[src/rtl/writeback_arbiter_if.sv]
// Bundle of the three functional-unit result channels and the register-file write side.
// The FU side drives valid/addr/data; the arbiter returns ready and the write/retire outputs.
interface writeback_arbiter_if #(
   parameter int CNT_W = 16
);
   logic              alu_valid;
   logic              alu_ready;
   logic [4:0]        alu_addr;
   logic [31:0]       alu_data;
   logic              mul_valid;
   logic              mul_ready;
   logic [4:0]        mul_addr;
   logic [31:0]       mul_data;
   logic              mem_valid;
   logic              mem_ready;
   logic [4:0]        mem_addr;
   logic [31:0]       mem_data;
   logic              enc;
   logic [4:0]        addrc;
   logic [31:0]       datac;
   logic              done_valid;
   logic [4:0]        done_addr;
   logic [2:0]        pending;
   logic [CNT_W-1:0]  wb_count;

   modport master (
      output alu_valid, alu_addr, alu_data,
      output mul_valid, mul_addr, mul_data,
      output mem_valid, mem_addr, mem_data,
      input  alu_ready, mul_ready, mem_ready,
      input  enc, addrc, datac, done_valid, done_addr, pending, wb_count
   );

   modport slave (
      input  alu_valid, alu_addr, alu_data,
      input  mul_valid, mul_addr, mul_data,
      input  mem_valid, mem_addr, mem_data,
      output alu_ready, mul_ready, mem_ready,
      output enc, addrc, datac, done_valid, done_addr, pending, wb_count
   );
endinterface

[src/rtl/writeback_arbiter.sv]
// Register-file write-back arbiter: three per-unit result FIFOs, round-robin retire of one
// result per cycle into the write port, plus a completion pulse for the issue scoreboard.
module writeback_arbiter #(
   parameter int DEPTH = 2,
   parameter int CNT_W = 16
) (
   input  logic              clock,
   input  logic              reset,
   writeback_arbiter_if.slave bus
);
   localparam int PW = (DEPTH > 1) ? $clog2(DEPTH) : 1;

   typedef logic [36:0] entry_t;

   logic [2:0]   valid_in;
   logic [4:0]   addr_in  [3];
   logic [31:0]  data_in  [3];

   entry_t       store    [3][DEPTH];
   logic [PW-1:0] rd_ptr  [3];
   logic [PW-1:0] wr_ptr  [3];
   logic [PW:0]  cnt      [3];
   logic [PW:0]  cnt_next [3];

   logic [2:0]   ready;
   logic [2:0]   push;
   logic [2:0]   pop;
   logic [2:0]   nonempty;
   logic [1:0]   rr;
   logic [1:0]   gidx;
   logic         grant;
   entry_t       head;

   logic             enc_p1;
   logic [4:0]       addrc_p1;
   logic [31:0]      datac_p1;
   logic             done_valid_p1;
   logic [4:0]       done_addr_p1;
   logic [2:0]       pending_p1;
   logic [CNT_W-1:0] count_p1;

   assign valid_in   = {bus.mem_valid, bus.mul_valid, bus.alu_valid};
   assign addr_in[0] = bus.alu_addr;
   assign addr_in[1] = bus.mul_addr;
   assign addr_in[2] = bus.mem_addr;
   assign data_in[0] = bus.alu_data;
   assign data_in[1] = bus.mul_data;
   assign data_in[2] = bus.mem_data;

   assign bus.alu_ready  = ready[0];
   assign bus.mul_ready  = ready[1];
   assign bus.mem_ready  = ready[2];
   assign bus.enc        = enc_p1;
   assign bus.addrc      = addrc_p1;
   assign bus.datac      = datac_p1;
   assign bus.done_valid = done_valid_p1;
   assign bus.done_addr  = done_addr_p1;
   assign bus.pending    = pending_p1;
   assign bus.wb_count   = count_p1;

   // Ready is decoded from the registered count only, so a full FIFO never passes through.
   always_comb begin
      ready    = '0;
      push     = '0;
      nonempty = '0;
      for (int i = 0; i < 3; i++) begin
         ready[i]    = ~reset & (cnt[i] < (PW+1)'(DEPTH));
         push[i]     = valid_in[i] & ready[i];
         nonempty[i] = (cnt[i] != '0);
      end
   end

   // Round-robin search starting at rr; first non-empty FIFO wins.
   always_comb begin
      int j;
      j     = 0;
      grant = 1'b0;
      gidx  = 2'd0;
      pop   = '0;
      for (int k = 0; k < 3; k++) begin
         j = int'(rr) + k;
         if (j >= 3) j = j - 3;
         if (!grant && nonempty[j]) begin
            grant = 1'b1;
            gidx  = 2'(j);
         end
      end
      if (grant) pop[gidx] = 1'b1;
      head = store[gidx][rd_ptr[gidx]];
   end

   always_comb begin
      for (int i = 0; i < 3; i++) begin
         cnt_next[i] = cnt[i];
         case ({push[i], pop[i]})
            2'b10:   cnt_next[i] = cnt[i] + (PW+1)'(1);
            2'b01:   cnt_next[i] = cnt[i] - (PW+1)'(1);
            default: cnt_next[i] = cnt[i];
         endcase
      end
   end

   always_ff @(posedge clock) begin
      for (int i = 0; i < 3; i++) begin
         if (push[i]) store[i][wr_ptr[i]] <= {addr_in[i], data_in[i]};
      end
   end

   // Stage p1: FIFO bookkeeping and the registered write-port outputs.
   always_ff @(posedge clock) begin
      if (reset) begin
         for (int i = 0; i < 3; i++) begin
            rd_ptr[i] <= '0;
            wr_ptr[i] <= '0;
            cnt[i]    <= '0;
         end
         rr            <= 2'd0;
         enc_p1        <= 1'b0;
         addrc_p1      <= '0;
         datac_p1      <= '0;
         done_valid_p1 <= 1'b0;
         done_addr_p1  <= '0;
         pending_p1    <= '0;
         count_p1      <= '0;
      end else begin
         for (int i = 0; i < 3; i++) begin
            cnt[i]        <= cnt_next[i];
            pending_p1[i] <= (cnt_next[i] != '0);
            if (push[i]) wr_ptr[i] <= wr_ptr[i] + PW'(1);
            if (pop[i])  rd_ptr[i] <= rd_ptr[i] + PW'(1);
         end
         if (grant) begin
            rr            <= (gidx == 2'd2) ? 2'd0 : gidx + 2'd1;
            enc_p1        <= (head[36:32] != 5'd0);
            addrc_p1      <= head[36:32];
            datac_p1      <= head[31:0];
            done_valid_p1 <= 1'b1;
            done_addr_p1  <= head[36:32];
            count_p1      <= count_p1 + CNT_W'(1);
         end else begin
            enc_p1        <= 1'b0;
            done_valid_p1 <= 1'b0;
         end
      end
   end
endmodule
[src/flat_wrapper.sv]
// flat-port wrapper written by rule: the top's interface ports become plain ports
module writeback_arbiter_flat 
#(
   parameter int DEPTH = 2,
   parameter int CNT_W = 16
)
  (clock, reset, bus_alu_valid, bus_alu_addr, bus_alu_data, bus_mul_valid, bus_mul_addr, bus_mul_data, bus_mem_valid, bus_mem_addr, bus_mem_data, bus_alu_ready, bus_mul_ready, bus_mem_ready, bus_enc, bus_addrc, bus_datac, bus_done_valid, bus_done_addr, bus_pending, bus_wb_count);
  writeback_arbiter_if #(.CNT_W(CNT_W)) bus_i ();
  input  logic clock;
  input  logic reset;
  input wire logic [$bits(bus_i.alu_valid)-1:0] bus_alu_valid;
  input wire logic [$bits(bus_i.alu_addr)-1:0] bus_alu_addr;
  input wire logic [$bits(bus_i.alu_data)-1:0] bus_alu_data;
  input wire logic [$bits(bus_i.mul_valid)-1:0] bus_mul_valid;
  input wire logic [$bits(bus_i.mul_addr)-1:0] bus_mul_addr;
  input wire logic [$bits(bus_i.mul_data)-1:0] bus_mul_data;
  input wire logic [$bits(bus_i.mem_valid)-1:0] bus_mem_valid;
  input wire logic [$bits(bus_i.mem_addr)-1:0] bus_mem_addr;
  input wire logic [$bits(bus_i.mem_data)-1:0] bus_mem_data;
  output wire logic [$bits(bus_i.alu_ready)-1:0] bus_alu_ready;
  output wire logic [$bits(bus_i.mul_ready)-1:0] bus_mul_ready;
  output wire logic [$bits(bus_i.mem_ready)-1:0] bus_mem_ready;
  output wire logic [$bits(bus_i.enc)-1:0] bus_enc;
  output wire logic [$bits(bus_i.addrc)-1:0] bus_addrc;
  output wire logic [$bits(bus_i.datac)-1:0] bus_datac;
  output wire logic [$bits(bus_i.done_valid)-1:0] bus_done_valid;
  output wire logic [$bits(bus_i.done_addr)-1:0] bus_done_addr;
  output wire logic [$bits(bus_i.pending)-1:0] bus_pending;
  output wire logic [$bits(bus_i.wb_count)-1:0] bus_wb_count;
  assign bus_i.alu_valid = bus_alu_valid;
  assign bus_i.alu_addr = bus_alu_addr;
  assign bus_i.alu_data = bus_alu_data;
  assign bus_i.mul_valid = bus_mul_valid;
  assign bus_i.mul_addr = bus_mul_addr;
  assign bus_i.mul_data = bus_mul_data;
  assign bus_i.mem_valid = bus_mem_valid;
  assign bus_i.mem_addr = bus_mem_addr;
  assign bus_i.mem_data = bus_mem_data;
  assign bus_alu_ready = bus_i.alu_ready;
  assign bus_mul_ready = bus_i.mul_ready;
  assign bus_mem_ready = bus_i.mem_ready;
  assign bus_enc = bus_i.enc;
  assign bus_addrc = bus_i.addrc;
  assign bus_datac = bus_i.datac;
  assign bus_done_valid = bus_i.done_valid;
  assign bus_done_addr = bus_i.done_addr;
  assign bus_pending = bus_i.pending;
  assign bus_wb_count = bus_i.wb_count;
  writeback_arbiter #(.DEPTH(DEPTH), .CNT_W(CNT_W)) u_core (.clock(clock), .reset(reset), .bus(bus_i));
endmodule
[config.mk]
export PLATFORM = sky130hd
export DESIGN_NAME = writeback_arbiter_flat
export DESIGN_NICKNAME = d
export VERILOG_FILES = /design/src/rtl/writeback_arbiter_if.sv /design/src/rtl/writeback_arbiter.sv /design/src/flat_wrapper.sv
export SDC_FILE = /design/constraint.sdc
export NUM_CORES = 1
export LEC_CHECK = 0
export ABC_AREA = 1
export CAP_MARGIN = 20
export CORE_MARGIN = 1.5
export CORE_UTILIZATION = 27
export DETAILED_ROUTE_END_ITERATION = 8
export GPL_TIMING_DRIVEN = 1
export SYNTH_ARGS = -nofsm -noshare
export SYNTH_HDL_FRONTEND = slang
export SYNTH_SLANG_ARGS = --single-unit
[constraint.sdc]
create_clock -name clock -period 6.7 [get_ports clock]
set_input_delay 1.005 -clock clock [delete_from_list [all_inputs] [get_ports clock]]
set_output_delay 1.005 -clock clock [all_outputs]
set_load 0.005 [all_outputs]
## After elaboration in Yosys (flattened, before gate mapping)

Memory sizes are Yosys's and may differ from the RTL's.
Index checks and enable logic that the tools add are counted.
Widths: inputs -> output; s select.

- Divide/modulo/power cells: 0
- Multiplexer cells: 68
- Magnitude comparators: 18
- Multiply operators: 0
- Add/sub/neg operators: 19
- Bitwise operators: 21
- Reductions and logical operators: 16
- Shift operators: 0
- Equality and inequality tests: 7

Operators with widths:

| cell | count |
|---|---|
| $mux 37 | 6 |
| $mux 74 | 3 |
| $demux 37 s1 | 3 |
| $lt 32x4->1 const B | 3 |
| $mux 32 | 3 |
| $ge 32x3->1 const B | 2 |
| $sub 32x3->32 const B | 2 |
| $mux 1 | 38 |
| $add 16x1->16 const B | 1 |
| $mux 2 | 7 |
| $pmux 2 s2 | 3 |
| $reduce_bool 2->1 | 6 |
| $ge 2x2->1 const B | 5 |
| $or 1x1->1 | 9 |
| $add 2x1->2 const B | 4 |
| $eq 2x2->1 const B | 4 |
| $not 1->2 | 4 |
| $add 1x1->1 const B | 6 |
| $and 1x1->1 | 6 |
| $bmux 1 s2 | 3 |
| $eq 2x1->1 const B | 3 |
| $logic_and 1x1->1 | 6 |
| $lt 2x1->1 const B | 3 |
| $lt 2x2->1 const B | 3 |
| other kinds (12) | 16 |

- Bits in registers: 60
- Output and inout port bits: 66
- Bits in latches: 0
- Memories: 4
- Memory bits (read-only): 0
- Input port bits: 116
- RAM bits: 234

Memories:

| name | words | width | read ports | clocked after Yosys merged registers in | write ports | line | RTL |
|---|---|---|---|---|---|---|---|
| u_core.store | 3 | 74 | 1 | 0 | 3 | writeback_arbiter.sv:19 | `entry_t store [3][DEPTH];` |
| u_core.cnt | 3 | 2 | 3 | 0 | 3 | writeback_arbiter.sv:22 | `logic [PW:0] cnt [3];` |
| u_core.rd_ptr | 3 | 1 | 4 | 0 | 3 | writeback_arbiter.sv:20 | `logic [PW-1:0] rd_ptr [3];` |
| u_core.wr_ptr | 3 | 1 | 3 | 0 | 3 | writeback_arbiter.sv:21 | `logic [PW-1:0] wr_ptr [3];` |

## Logic depth before layout (Yosys ltp)

Gate-level depths: netlist (run 1).

- Word-level depth: 21
- Mapped depth: 19
- Depth with buffers taken out: 19

## Worst setup path before layout (run 1)

Ideal clock, no wire load.

- Path kind: input to register
- Start point: input reset
- End point: memory u_core.store[0][0] (netlist bit), enable pin
- Path buffers: 1
- Arrival time: 3.050 ns
- Setup slack: 3.218 ns
- Setup time: 0.431 ns
- Cell stages on the path: 4
- Cell sequence: clkbuf_1 > nor2_1 > nand2_1 > nor2_1

RTL lines:

| what | line | RTL |
|---|---|---|
| start, declared | flat_wrapper.sv:10 | `input logic reset;` |
| end, declared | writeback_arbiter.sv:19 |  |

## Worst setup path after layout (run 1)

- Start point: register u_core.rr[0]
- End point: register u_core.enc_p1, in the netlist u_core.bus.enc

- Cells in the longest elaborated chain, start to end: 18
- Elaborated cells on any way between the ends: 39
- Classes of those cells: 5 x add/sub; 3 x order compare; 21 x mux; 2 x bitwise; 6 x reduce/logical; 2 x memory

Ends and longest elaborated chain:

| what | line | RTL |
|---|---|---|
| start, declared | writeback_arbiter.sv:29 | `logic [1:0] rr;` |
| start signal, assigned | writeback_arbiter.sv:133 | `rr <= (gidx == 2'd2) ? 2'd0 : gidx + 2'd1;` |
| branches (longest 18 deep; another with $sub 32x3->32) | - |  |
| end signal, assigned | writeback_arbiter.sv:134 | `enc_p1 <= (head[36:32] != 5'd0);` |
| end, declared | writeback_arbiter.sv:34 | `logic enc_p1;` |

Several ways; the timed one is not identified. The select of a mux whose other input is x is not followed.
A chain may end at the register's enable or synchronous reset.

==> results of run 1 <==
routing by layer:
layer  GRT usage (%)  vias up  share of wire [%]
li1                -     3818                  -
met1           18.54     3792                 45
met2           23.30      256                 47
met3           3.053       61                5.5
met4           4.423       10                2.4
met5               0        -               0.23
cell families after synthesis:
logic type / synth area share, %
AO/OA/AOI/OAI: 3.100
XOR/XNOR: 0.4568
adder cells (fa/ha/maj): 0.7612
buffers and inverters: 3.926
flip-flops: 71.00
AND/OR/NAND/NOR: 20.76
area by class of cell:
class / count / area [sq um]
multi-input combinational: 596 / 2950
timing repair buffer: 192 / 1957
antenna: 1 / 2.502
clock buffer: 50 / 970.9
fill: 4082 / 27020
tap: 539 / 674.4
sequential: 294 / 8168
inverter: 41 / 156.4
clock inverter: 10 / 136.4
registers in the layout, indices dropped and copies added (netlist names):
name and cells:
u_core.cnt 6, u_core.store 222, u_core.bus.enc 1, u_core.rd_ptr 3
u_core.bus.addrc 5, u_core.rr 2, u_core.wr_ptr 3, u_core.bus.wb_count 16
u_core.bus.datac 32, u_core.bus.done_valid 1, u_core.bus.pending 3
power groups by stage:
stage / sequential, uW / combinational (uW) / clock, uW
after floorplan: 2370 / 2120 / 0
after global placement: 2390 / 2940 / 0
after detailed placement: 2390 / 3070 / 0
after CTS: 2350 / 3080 / 1840
after global routing: 2370 / 3420 / 1920
final: 2350 / 3050 / 1810
critical path: stages (launching register included):
cell and delay, ps:
dfxtp_1 330, inv_1 80, ha_1 380, inv_2 120, nor2_1 50, nand2_1 70
nand2_2 100, nand3_1 140, inv_2 60, nand2_4 90, nand2_4 460, inv_2 260
buf_4 660, nand2_1 200, nand2_4 440, nand2_1 100, nand2_1 120, nand3_1 90
nor2_1 100, nor2_1 40
synth_stat cells, drive strengths merged:
cell / number
nor2: 42
edfxtp: 228
nand3: 125
buf: 41
nor3b: 1
o21a: 4
or2: 1
inv: 41
a21boi: 5
xnor2: 1
clkbuf: 10
nand2: 286
o21ba: 1
dfxtp: 66
o21ai: 20
a31oi: 1
xor2: 5
o31ai: 1
nand4: 66
ha: 7
nor3: 4
o32ai: 1
a21oi: 25
final timing paths:
path | slack (ps) | cells past startpoint | from | to
worst max-delay path | 2670 | 19 | u_core.rr[0] | u_core.bus.enc
worst min-delay path | 450 | 2 | u_core.bus.datac[7] | u_core.bus.datac[7]
worst max register to register | 2670 | 19 | u_core.rr[0] | u_core.bus.enc
worst min register to register | 450 | 2 | u_core.bus.datac[7] | u_core.bus.datac[7]
per-stage QoR:
step           util (%)  total power [uW]  hold slack, ps
2_1_floorplan         -              4495           446.4
3_3_place_gp      32.84              5325           436.8
3_5_place_dp      33.08              5459           441.2
4_1_cts           35.71              7278           453.8
5_1_grt           35.71              7718           472.0
6_report          35.72              7211           450.1
==> impl_metrics.csv, run 1 <==
group,metric,value,unit
status,status,"finished, final reports clean",
cells_and_area,fin_area,0.01502,sq mm
sta,fin_ws,2667,ps
setup_path,startpoint_type,"flop",
clock_tree,clkLatencyLatePin,510,ps
floorplan,core,0.04204,sq mm
route,drc,0,
place,placed_cell_area,0.01391,sq mm
route,drtPass1Iterations,6,
sta,fin_skew,16.73,ps
sta,tns,0,ps
clock_tree,numCtsBuffers,34,
floorplan,start_util,27.37,%
place,portBuffers,181,
sta,fin_crit,4033,ps
logic_synthesis,synth_fp_nets,1105,
logic_synthesis,synth.area.top_cells,"edfxtp_1 (60%), dfxtp_1 (11%), nand2_1 (9.1%), nand3_1 (5.3%), nand4_1 (3.6%)",
sta,worst_pin_slew,860.4,ps
cells_and_area,syn_to_final_growth,30.52,%
sta,slew_headroom,42.64,%
power,vdd_ir_drop_max,0.0003593,V
logic_synthesis,yosysUniqueCellTypes,35,
cells_and_area,nets,1282,
power,p_switching,2840,uW
power,combinationalPowerShare,42.3,%
power,p_per_area,480.3,mW/mm^2
power,p_int,4371,uW
logic_synthesis,netlist_area,0.01150,sq mm
clock_tree,post-cts-setup-buffers,0,
logic_synthesis,yosysTopAreaCellShare,59.51,%
clock_tree,ctsResizeCount,0,
setup_path,cp.required,7100,ps
clock_tree,clock-sinks,294,
clock_tree,cts_tree,"yes",
sta,rsz0062_at_grt,"no",
place,place_hpwl,20.99,mm
setup_path,path_class,"flop to flop",
logic_synthesis,synth-seq-area-share,71.00,%
floorplan,fp.dieH,209.4,microns
power,swShare,39.39,%
power,p_seq_share,32.6,%
setup_path,crit_path_end_kind,"flop",
grt,grt_pass1_vias,7853,
sta,finalMaxSlewViolations,0,
floorplan,ios,182,
route,wl,31.21,mm
cells_and_area,layout-drive-gt1-share,8.199,%
worst_hold_path,hold_path_class,"flop to flop",
logic_synthesis,yosysTopAreaCell,"edfxtp_1",
sta,fmax,0.2480,GHz
logic_synthesis,syn_area_per_cell,11.72,sq um
logic_synthesis,ys_seq_elements,294,
cells_and_area,layout_common_cells,"nand2_1 (279), edfxtp_1 (228), clkdlybuf4s50_1 (181)",
floorplan,row_count,75,
route,via_per_inst,4.607,
sta,hold_viol_final,0,
place,dpl_worst_slack,2674,ps
power,p_leak,0.005330,uW
grt,grtUsageTotal,14.12,%
route,via_count,7937,
place,dp_cells,1662,
clock_tree,hold_buffers,0,
setup_path,critPathMaxFanout,75,
clock_tree,htreeDepth,2,
clock_tree,clockRootBuffer,"clkbuf_16",
clock_tree,clockBufferDepth,3,
route,drt-initial-drc-count,658,
cells_and_area,fin_cells,1723,
grt,overflow,0,
grt,grt_antenna_before_repair,5,
place,gp_congestion,0.7729,
clock_tree,cts.clk_slew.worst_paths,60,ps
cells_and_area,final_common_cell,"nand2_1",
floorplan,dieArea,0.04386,sq mm
setup_path,worstPathArrival,4430,ps
floorplan,die_w,209.4,microns
route,wl_per_cell,18.11,microns
route,drtAntennaViolNets,0,
sta,setup_viol,0,
grt,grt_pass1_wl,46.73,mm
flow_run,maxCapViolCount,0,
logic_synthesis,postSynthCellCount,982,
grt,grt_max_degree,76,
sta,min_period_over_period,60.19,%
logic_synthesis,yosys_warnings,0,
power,pwr-share-clk,25.1,%
Note: power is estimated with default switching activity, not from simulation.
==> run 2, diff against run 1 <==
- clock period: 6.7 -> 4 ns (I/O delays scaled with it)
==> run 2 against run 1 <==
Net effect: sequential cell count did not move; total power grew 72%; first-iteration DRC count decreased by 1.2%; clock power increased by 84%; utilization increased by 0.35 points; final area grew 0.97%; non-clock buffer count increased by 7; clock skew up 4.8 ps; final cell count grew 0.58%; highest routed layer unchanged.
==> impl_metrics.csv, run 2 (synthesis results as in run 1) <==
group,metric,value,unit
status,status,"finished, final reports clean",
cells_and_area,multi_input_area,0.002950,sq mm
cells_and_area,nets,1290,
route,wl_met3,1.976,mm
floorplan,start_util,27.37,%
power,p_switching,4863,uW
cells_and_area,fin_cells,1733,
sta,fin_crit,3463,ps
power,pwr-share-clk,26.8,%
power,p_per_area,819.0,mW/mm^2
route,via_count,8059,
clock_tree,numCtsBuffers,35,
route,wl,31.31,mm
sta,rsz0062_at_grt,"no",
cells_and_area,syn_to_final_growth,31.79,%
floorplan,core,0.04204,sq mm
route,wl_per_cell,18.07,microns
setup_path,crit_path_end_kind,"flop",
floorplan,row_count,75,
place,dp_cells,1669,
power,p_int,7555,uW
setup_path,cp.required,4410,ps
grt,grt_pass1_wl,47.24,mm
sta,fin_skew,21.53,ps
floorplan,die_w,209.4,microns
sta,setup_viol,0,
clock_tree,clockRootBuffer,"clkbuf_16",
worst_hold_path,hold_path_class,"flop to flop",
clock_tree,cts_tree,"yes",
cells_and_area,largest_reg_flops,222,
floorplan,dieArea,0.04386,sq mm
power,vdd_ir_drop_max,0.0005602,V
setup_path,worstPathArrival,3870,ps
clock_tree,hold_buffers,0,
clock_tree,post-cts-setup-buffers,0,
worst_hold_path,min-delay-start,"u_core.bus.datac[16]",
route,drc,0,
route,top_layer,"met5",
clock_tree,htreeDepth,2,
setup_path,cp-startpoint,"u_core.rr[0]",
place,place_hpwl,20.08,mm
route,drt-initial-drc-count,650,
route,drtAntennaViolNets,0,
cells_and_area,layout-drive-gt1-share,9.053,%
setup_path,startpoint_type,"flop",
floorplan,ios,182,
cells_and_area,area.sequential,0.008168,sq mm
cells_and_area,layout_common_cells,"nand2_1 (279), edfxtp_1 (228), clkdlybuf4s50_1 (181)",
grt,grt_max_degree,72,
place,gp_congestion,0.7683,
place,dpl_worst_slack,559.8,ps
sta,hold_viol_final,0,
sta,fmax,0.2887,GHz
setup_path,path_class,"flop to flop",
clock_tree,clkLatencyLatePin,540,ps
clock_tree,clock-sinks,294,
sta,worst_pin_slew,873.6,ps
sta,slew_headroom,41.62,%
grt,grtUsageTotal,14.37,%
sta,tns,0,ps
route,drt-met1-wl,13.65,mm
place,portBuffers,181,
setup_path,critPathMaxFanout,33,
power,total_power,12420,uW
cells_and_area,final_common_cell,"nand2_1",
floorplan,fp.dieH,209.4,microns
clock_tree,ctsResizeCount,0,
power,p_leak,0.005407,uW
power,p_seq_share,31.7,%
grt,grt_antenna_before_repair,2,
power,swShare,39.16,%
clock_tree,clockBufferDepth,3,
flow_run,maxCapViolCount,0,
sta,fin_ws,536.7,ps
route,via_per_inst,4.650,
grt,grt_pass1_vias,8100,
cells_and_area,nFillCells,4041,
power,combinationalPowerShare,41.5,%
setup_path,timing.rr.start,"u_core.rr[0]",
route,drtPass1Iterations,5,
clock_tree,cts.clk_slew.worst_paths,50,ps
grt,overflow,0,
route,wl_met2,14.83,mm
sta,finalMaxSlewViolations,0,
sta,min_period_over_period,86.58,%
==> run 2: changes by cell type in the layout (fill, tap and decap cells not counted), moves of 2 or more <==
cell        before  now
buf_4            6   15
bufinv_16        2    5
clkbuf_1        10    7
buf_12           5    3
clkbuf_16       34   36
clkinv_1         0    2
clkinv_2         4    2
clkinvlp_4       0    2
==> run 2: final timing paths <==
kind / to / slack [ps] / depth (start not counted)
setup / recovery: u_core.bus.pending[1] / 540 / 13
hold reg to reg: u_core.bus.datac[16] / 450 / 2
hold / removal: u_core.bus.datac[16] / 450 / 2
setup reg to reg: u_core.bus.pending[1] / 540 / 13
==> run 2: worst max-delay path, cell delays in order, from the launching register on <==
cell,delay [ps]
dfxtp_1,330
inv_1,80
ha_1,390
inv_2,90
nor3_1,390
a31oi_4,230
nand2_4,200
inv_4,50
nor2_4,670
ha_1,390
a21oi_1,130
o21a_1,150
xnor2_1,130
a21oi_1,90
==> run 2: per-layer routing <==
layer | up-vias | GRT usage, %
met4 | 4 | 5.872
met3 | 65 | 3.202
li1 | 3833 | -
met5 | - | 0
met2 | 291 | 23.67
met1 | 3866 | 18.32
==> run 2: final cells by class <==
cell class                 instances  share of cell area [%]
clock inverter                    14                   1.428
clock buffer                      49                   6.660
sequential                       294                   53.87
antenna                            1                 0.01650
multi-input combinational        596                   19.46
inverter                          41                   1.032
tap                              539                   4.448
timing repair buffer             199                   13.09
==> run 2: power by group through the flow <==
stage	Sequential (uW)	Clock, uW	Combinational, uW
finish	3930	3330	5150
global route	3980	3530	5790
CTS	3940	3410	5250
detailed placement	4000	0	5230
global placement	3990	0	5120
floorplan	3980	0	3550
==> run 2: through the flow <==
stage,hold slack (ps),util (%),area (sq um)
floorplan,446.4,-,11500
global placement,438.6,33.14,13930
detailed placement,441.2,33.14,13930
CTS,451.5,36.06,15160
global route,469.5,36.06,15160
finish,450.7,36.07,15160
==> run 3, diff against run 2 <==
- GPL_TIMING_DRIVEN: 1 -> 0
- clock period: 4 -> 3 ns (I/O delays scaled with it)
==> run 3 against run 2 <==
Net effect: die area is the same; first-iteration DRC count decreased by 18%; critical path type unchanged; worst setup slack got worse by 370 ps; via count increased by 2.8%; critical endpoint unchanged; maximum frequency grew 22%; combinational power rose by 61%; final cell count is 2.4% higher; register-to-register slack worse by 370 ps; clock-buffer cell count decreased by 2; clock skew is 2.2 ps lower.
==> impl_metrics.csv, run 3 (synthesis results as in run 1) <==
group,metric,value,unit
cells_and_area,layout_common_cells,"nand2_1 (279), edfxtp_1 (228), clkdlybuf4s50_1 (181)",
worst_hold_path,min_path_cells,1,
setup_path,reg2reg_depth,17,
clock_tree,clkLatencyLatePin,530,ps
clock_tree,numCtsBuffers,34,
power,p_per_area,1161,mW/mm^2
sta,hold_viol_final,0,
route,wl_per_cell,20.29,microns
route,drtAntennaViolNets,0,
cells_and_area,largest_reg_flops,222,
route,via_count,8286,
route,via_per_inst,4.668,
setup_path,cp.required,3400,ps
clock_tree,cts_tree,"yes",
clock_tree,cts.clk_slew.worst_paths,60,ps
clock_tree,hold_buffers,0,
cells_and_area,fin_area,0.01549,sq mm
sta,fmax,0.3528,GHz
clock_tree,clock-sinks,294,
route,wl,36.01,mm
floorplan,row_count,75,
grt,grtUsageTotal,16.48,%
sta,finalMaxSlewViolations,0,
setup_path,crit_path_end_kind,"flop",
sta,fin_skew,19.37,ps
place,gp_congestion,0.8016,
clock_tree,clockBufferDepth,3,
route,drc,0,
setup_path,path_class,"flop to flop",
setup_path,startpoint_type,"flop",
sta,slew_headroom,44.49,%
route,drt-initial-drc-count,533,
place,portBuffers,181,
grt,grt_pass1_wl,52.61,mm
cells_and_area,syn_to_final_growth,34.66,%
place,place_hpwl,24.67,mm
flow_run,maxCapViolCount,0,
route,drtPass1Iterations,5,
sta,fin_crit,2835,ps
power,vdd_ir_drop_max,0.0005815,V
setup_path,critPathMaxFanout,19,
floorplan,core,0.04204,sq mm
status,status,"finished, final reports clean",
grt,grt_antenna_before_repair,1,
floorplan,dieArea,0.04386,sq mm
clock_tree,clockRootBuffer,"clkbuf_16",
sta,hold_ws,452.2,ps
floorplan,ios,182,
sta,min_period_over_period,94.48,%
floorplan,fp.dieH,209.4,microns
grt,overflow,0,
place,placed_cell_area,0.01416,sq mm
floorplan,start_util,27.37,%
cells_and_area,final_common_cell,"nand2_1",
sta,worst_pin_slew,832.7,ps
clock_tree,htreeDepth,2,
cells_and_area,layout-drive-gt1-share,12.31,%
grt,grt_max_degree,23,
setup_path,worstPathArrival,3240,ps
floorplan,die_w,209.4,microns
sta,setup_viol,0,
worst_hold_path,hold_path_class,"flop to flop",
cells_and_area,nets,1333,
grt,grt_pass1_vias,8197,
power,p_leak,0.005594,uW
==> run 3: changes by cell type in the layout (fill, tap and decap cells not counted), sizes merged <==
cell	delta
clkbuf	+8
buf	+34
==> run 3: layout make-up <==
| cell class | count | area (sq um) |
|---|---|---|
| diodes | 1 | 2.502 |
| multi-input cells | 596 | 2983 |
| well taps | 539 | 674.4 |
| clock buffers | 47 | 1003 |
| plain buffers | 50 | 311.5 |
| flip-flops and latches | 294 | 8170 |
| repair buffers | 193 | 1984 |
| fillers | 4088 | 26550 |
| clock inverters | 14 | 206.4 |
| inverters | 41 | 156.4 |
==> run 3: per-layer routing <==
layer	up-vias	track usage, %	wire (microns)
met5	-	0	0
met4	0	4.848	766
met3	59	3.172	1859
met1	4017	21.95	16370
li1	3929	-	-
met2	281	27.23	17010
==> run 3: report_power, final <==
group          switching, uW  total, uW  internal, uW
clock                   1670       4440          2780
sequential               246       5260          5010
combinational           5510       8280          2770
==> run 3: final timing paths <==
check                           from                       to  slack [ps]
max                     u_core.rr[0]    u_core.bus.pending[1]         170
min          u_core.bus.wb_count[15]  u_core.bus.wb_count[15]         450
max reg2reg             u_core.rr[0]    u_core.bus.pending[1]         170
min reg2reg  u_core.bus.wb_count[15]  u_core.bus.wb_count[15]         450
==> run 3: metrics by stage <==
stage / power [uW] / setup TNS (ps) / utilization, % / std cells / setup slack, ps
global route: 19110 / -2.188 / 36.85 / 1775 / -2.188
detailed placement: 13380 / -2929 / 33.69 / 1708 / -222.4
floorplan: 10040 / 0 / - / 982 / 73.35
CTS: 18000 / 0 / 36.70 / 1771 / 2.071
finish: 17980 / 0 / 36.85 / 1775 / 165.5
global placement: 13230 / -511890 / 33.28 / 1702 / -2464
==> run 3: worst max-delay path, cell delays in order, from the launching register on <==
cell and delay (ps):
dfxtp_2 350, inv_1 100, ha_4 280, inv_2 90, nand2_1 80, nand3_1 100, nand2_1 90, nor2_4 130
nand3_4 120, nand2_8 100, inv_4 70, nor2_4 140, buf_8 230, ha_1 290, a21oi_1 130, o21a_1 150
xnor2_1 140, a21oi_1 100
==> run 3: timing repair <==
action | in CTS | in global routing
setup endpoints to repair | 35 | 36
hold endpoints to repair | 0 | 0
buffers inserted | 3 | 3
pin swaps | 4 | 5
gates resized for setup | 13 | 13
==> RTL change: new RTL, config.mk and constraints of run 3 <==
`CNT_W` is set to 16 in 3 places; all go to 32.
--- a/src/rtl/writeback_arbiter_if.sv
+++ b/src/rtl/writeback_arbiter_if.sv
@@ -3,3 +3,3 @@
 interface writeback_arbiter_if #(
-   parameter int CNT_W = 16
+   parameter int CNT_W = 32
 );
--- a/src/rtl/writeback_arbiter.sv
+++ b/src/rtl/writeback_arbiter.sv
@@ -4,3 +4,3 @@
    parameter int DEPTH = 2,
-   parameter int CNT_W = 16
+   parameter int CNT_W = 32
 ) (
--- a/src/flat_wrapper.sv
+++ b/src/flat_wrapper.sv
@@ -4,3 +4,3 @@
    parameter int DEPTH = 2,
-   parameter int CNT_W = 16
+   parameter int CNT_W = 32
 )
Interface: changed (resized bus_wb_count); port bits go from 182 to 198. No check against the original RTL was run, so the function may have changed too.
==> RTL change against run 3 <==
- power increased by 6.6%
- synthesized cell count up 16%
- die area is 8.3% higher
- design area up 7.9%
- non-clock buffer count up 18
- routed wire length grew 8.1%
- worst setup slack improved by 0.0053 ns
- synthesized area increased by 8.4%
- sequential cell count rose by 16
- critical endpoint is now u_core.bus.pending[2]$_SDFF_PP0_
- highest routed layer is now met5
==> RTL change: results (changes against run 3) <==
Routability Congestion: 0.866 (+8.0%)
CP Capture Point: u_core.bus.pending[2]$_SDFF_PP0_
final-layout fill cell count: 4509 (+10%)
max_slew headroom: 45.3% (+0.83 points)
maximum vdd drop: 0.000605 V (+4.0%)
initial antenna violation count: 6 (+5)
Pwr Total: 19.2 mW (+6.6%)
largest net degree at the start of global routing: 26 (+13%)
outcome: completed
Port Buffers: 196 (+8.3%)
Routed WL: 38900 microns (+8.1%)
Syn Inst Count: 1144 (+16%)
layout cell share with drive strength beyond 1: 10.7% (-1.6 points)
dpl hpwl: 26400 microns (+6.9%)
DP Cell Count: 1946 (+14%)
post-place setup slack: -0.661 ns (-0.438 ns)
Synth top cells by count: edfxtp_1 (228), nand2_1 (219), nor2_1 (132), o21ai_0 (94), dfxtp_1 (82)
sequential share of the synthesized area: 68.1% (-2.9 points)
global-route wire length before repair: 57400 microns (+9.0%)
final worst path period share: 94.3% (-0.18 points)
cts bufs inserted: 36 (+5.9%)
Max Clock Skew: 0.0301 ns (+0.0107 ns)
Static Leak: 5.90 nW (+5.5%)
post-layout net count: 1511 (+13%)
worst-path maximum fanout: 10 (-9)
final instance count without filler cells: 2021 (+14%)
vias in the first global route: 9394 (+15%)
total net switching power: 8.07 mW (+8.7%)
==> RTL change: worst max-delay path: stages, from the launching register on <==
cell	delay, ns
dfxtp_1	0.33
inv_1	0.09
ha_4	0.27
inv_2	0.10
nand2_1	0.08
nand3_1	0.09
nand2_2	0.09
nor2_8	0.13
nand3_1	0.12
nand2_2	0.18
buf_4	0.22
nand2_1	0.09
inv_1	0.06
ha_1	0.24
a21oi_1	0.12
o21ai_0	0.12
xor2_1	0.22
a21oi_1	0.11
==> RTL change: cell families after synthesis <==
family / count (synthesis) / share of synthesized area [%]
and+or+nand+nor: 461 / 15.9
AOI/OAI and AO/OA: 233 / 10.4
buffers and inverters: 126 / 4.49
xor gates and xnor gates: 7 / 0.492
adders and majority gates: 7 / 0.702
DFF: 310 / 68.1
==> RTL change: how the worst min path moves through the flow <==
stage / start / end / slack [ns] / cells after the start
final: u_core.bus.datac[22]$_SDFFE_PP0N_ / u_core.bus.datac[22]$_SDFFE_PP0N_ / 0.45 / 2
after floorplan: u_core.bus.datac[15]$_SDFFE_PP0N_ / u_core.bus.datac[15]$_SDFFE_PP0N_ / 0.45 / 2
after CTS: bus_mul_addr[3] / u_core.store[1][35]$_DFFE_PP_ / 0.43 / 1
after detailed placement: u_core.bus.datac[22]$_SDFFE_PP0N_ / u_core.bus.datac[22]$_SDFFE_PP0N_ / 0.44 / 2
after global routing: bus_mem_data[5] / u_core.store[2][42]$_DFFE_PP_ / 0.46 / 1
after global placement: u_core.bus.datac[25]$_SDFFE_PP0N_ / u_core.bus.datac[25]$_SDFFE_PP0N_ / 0.44 / 2
==> RTL change: timing repair <==
action	CTS	global route
buffers inserted	0	6
resized for setup	14	18
pin swaps	0	3
setup endpoints to repair	32	32
hold endpoints to repair	0	0
==> RTL change: layout make-up <==
| class | count | area, sq um | share of cell area [%] |
|---|---|---|---|
| diodes | 5 | 12.5 | 0.0749 |
| plain buffers | 53 | 343 | 2.05 |
| clock buffers | 48 | 986 | 5.90 |
| clock inverters | 18 | 231 | 1.39 |
| inverters | 71 | 267 | 1.59 |
| multi-input cells | 708 | 3500 | 21.0 |
| flip-flops and latches | 310 | 8490 | 50.8 |
| well taps | 600 | 751 | 4.49 |
| repair buffers | 208 | 2130 | 12.7 |
==> RTL change: metal layers <==
metal	GRT usage [%]	share of wire, %
met1	21.1	42
met2	27.1	48
met3	2.90	7.4
met4	6.57	2.7
met5	0	0.023
==> RTL change: power groups by stage <==
stage	sequential [mW]	combinational [mW]	clock, mW
detailed placement	5.61	8.84	0
global route	5.59	10.1	4.78
global placement	5.63	8.63	0
finish	5.53	9.12	4.51
CTS	5.53	8.95	4.61
floorplan	5.57	5.29	0
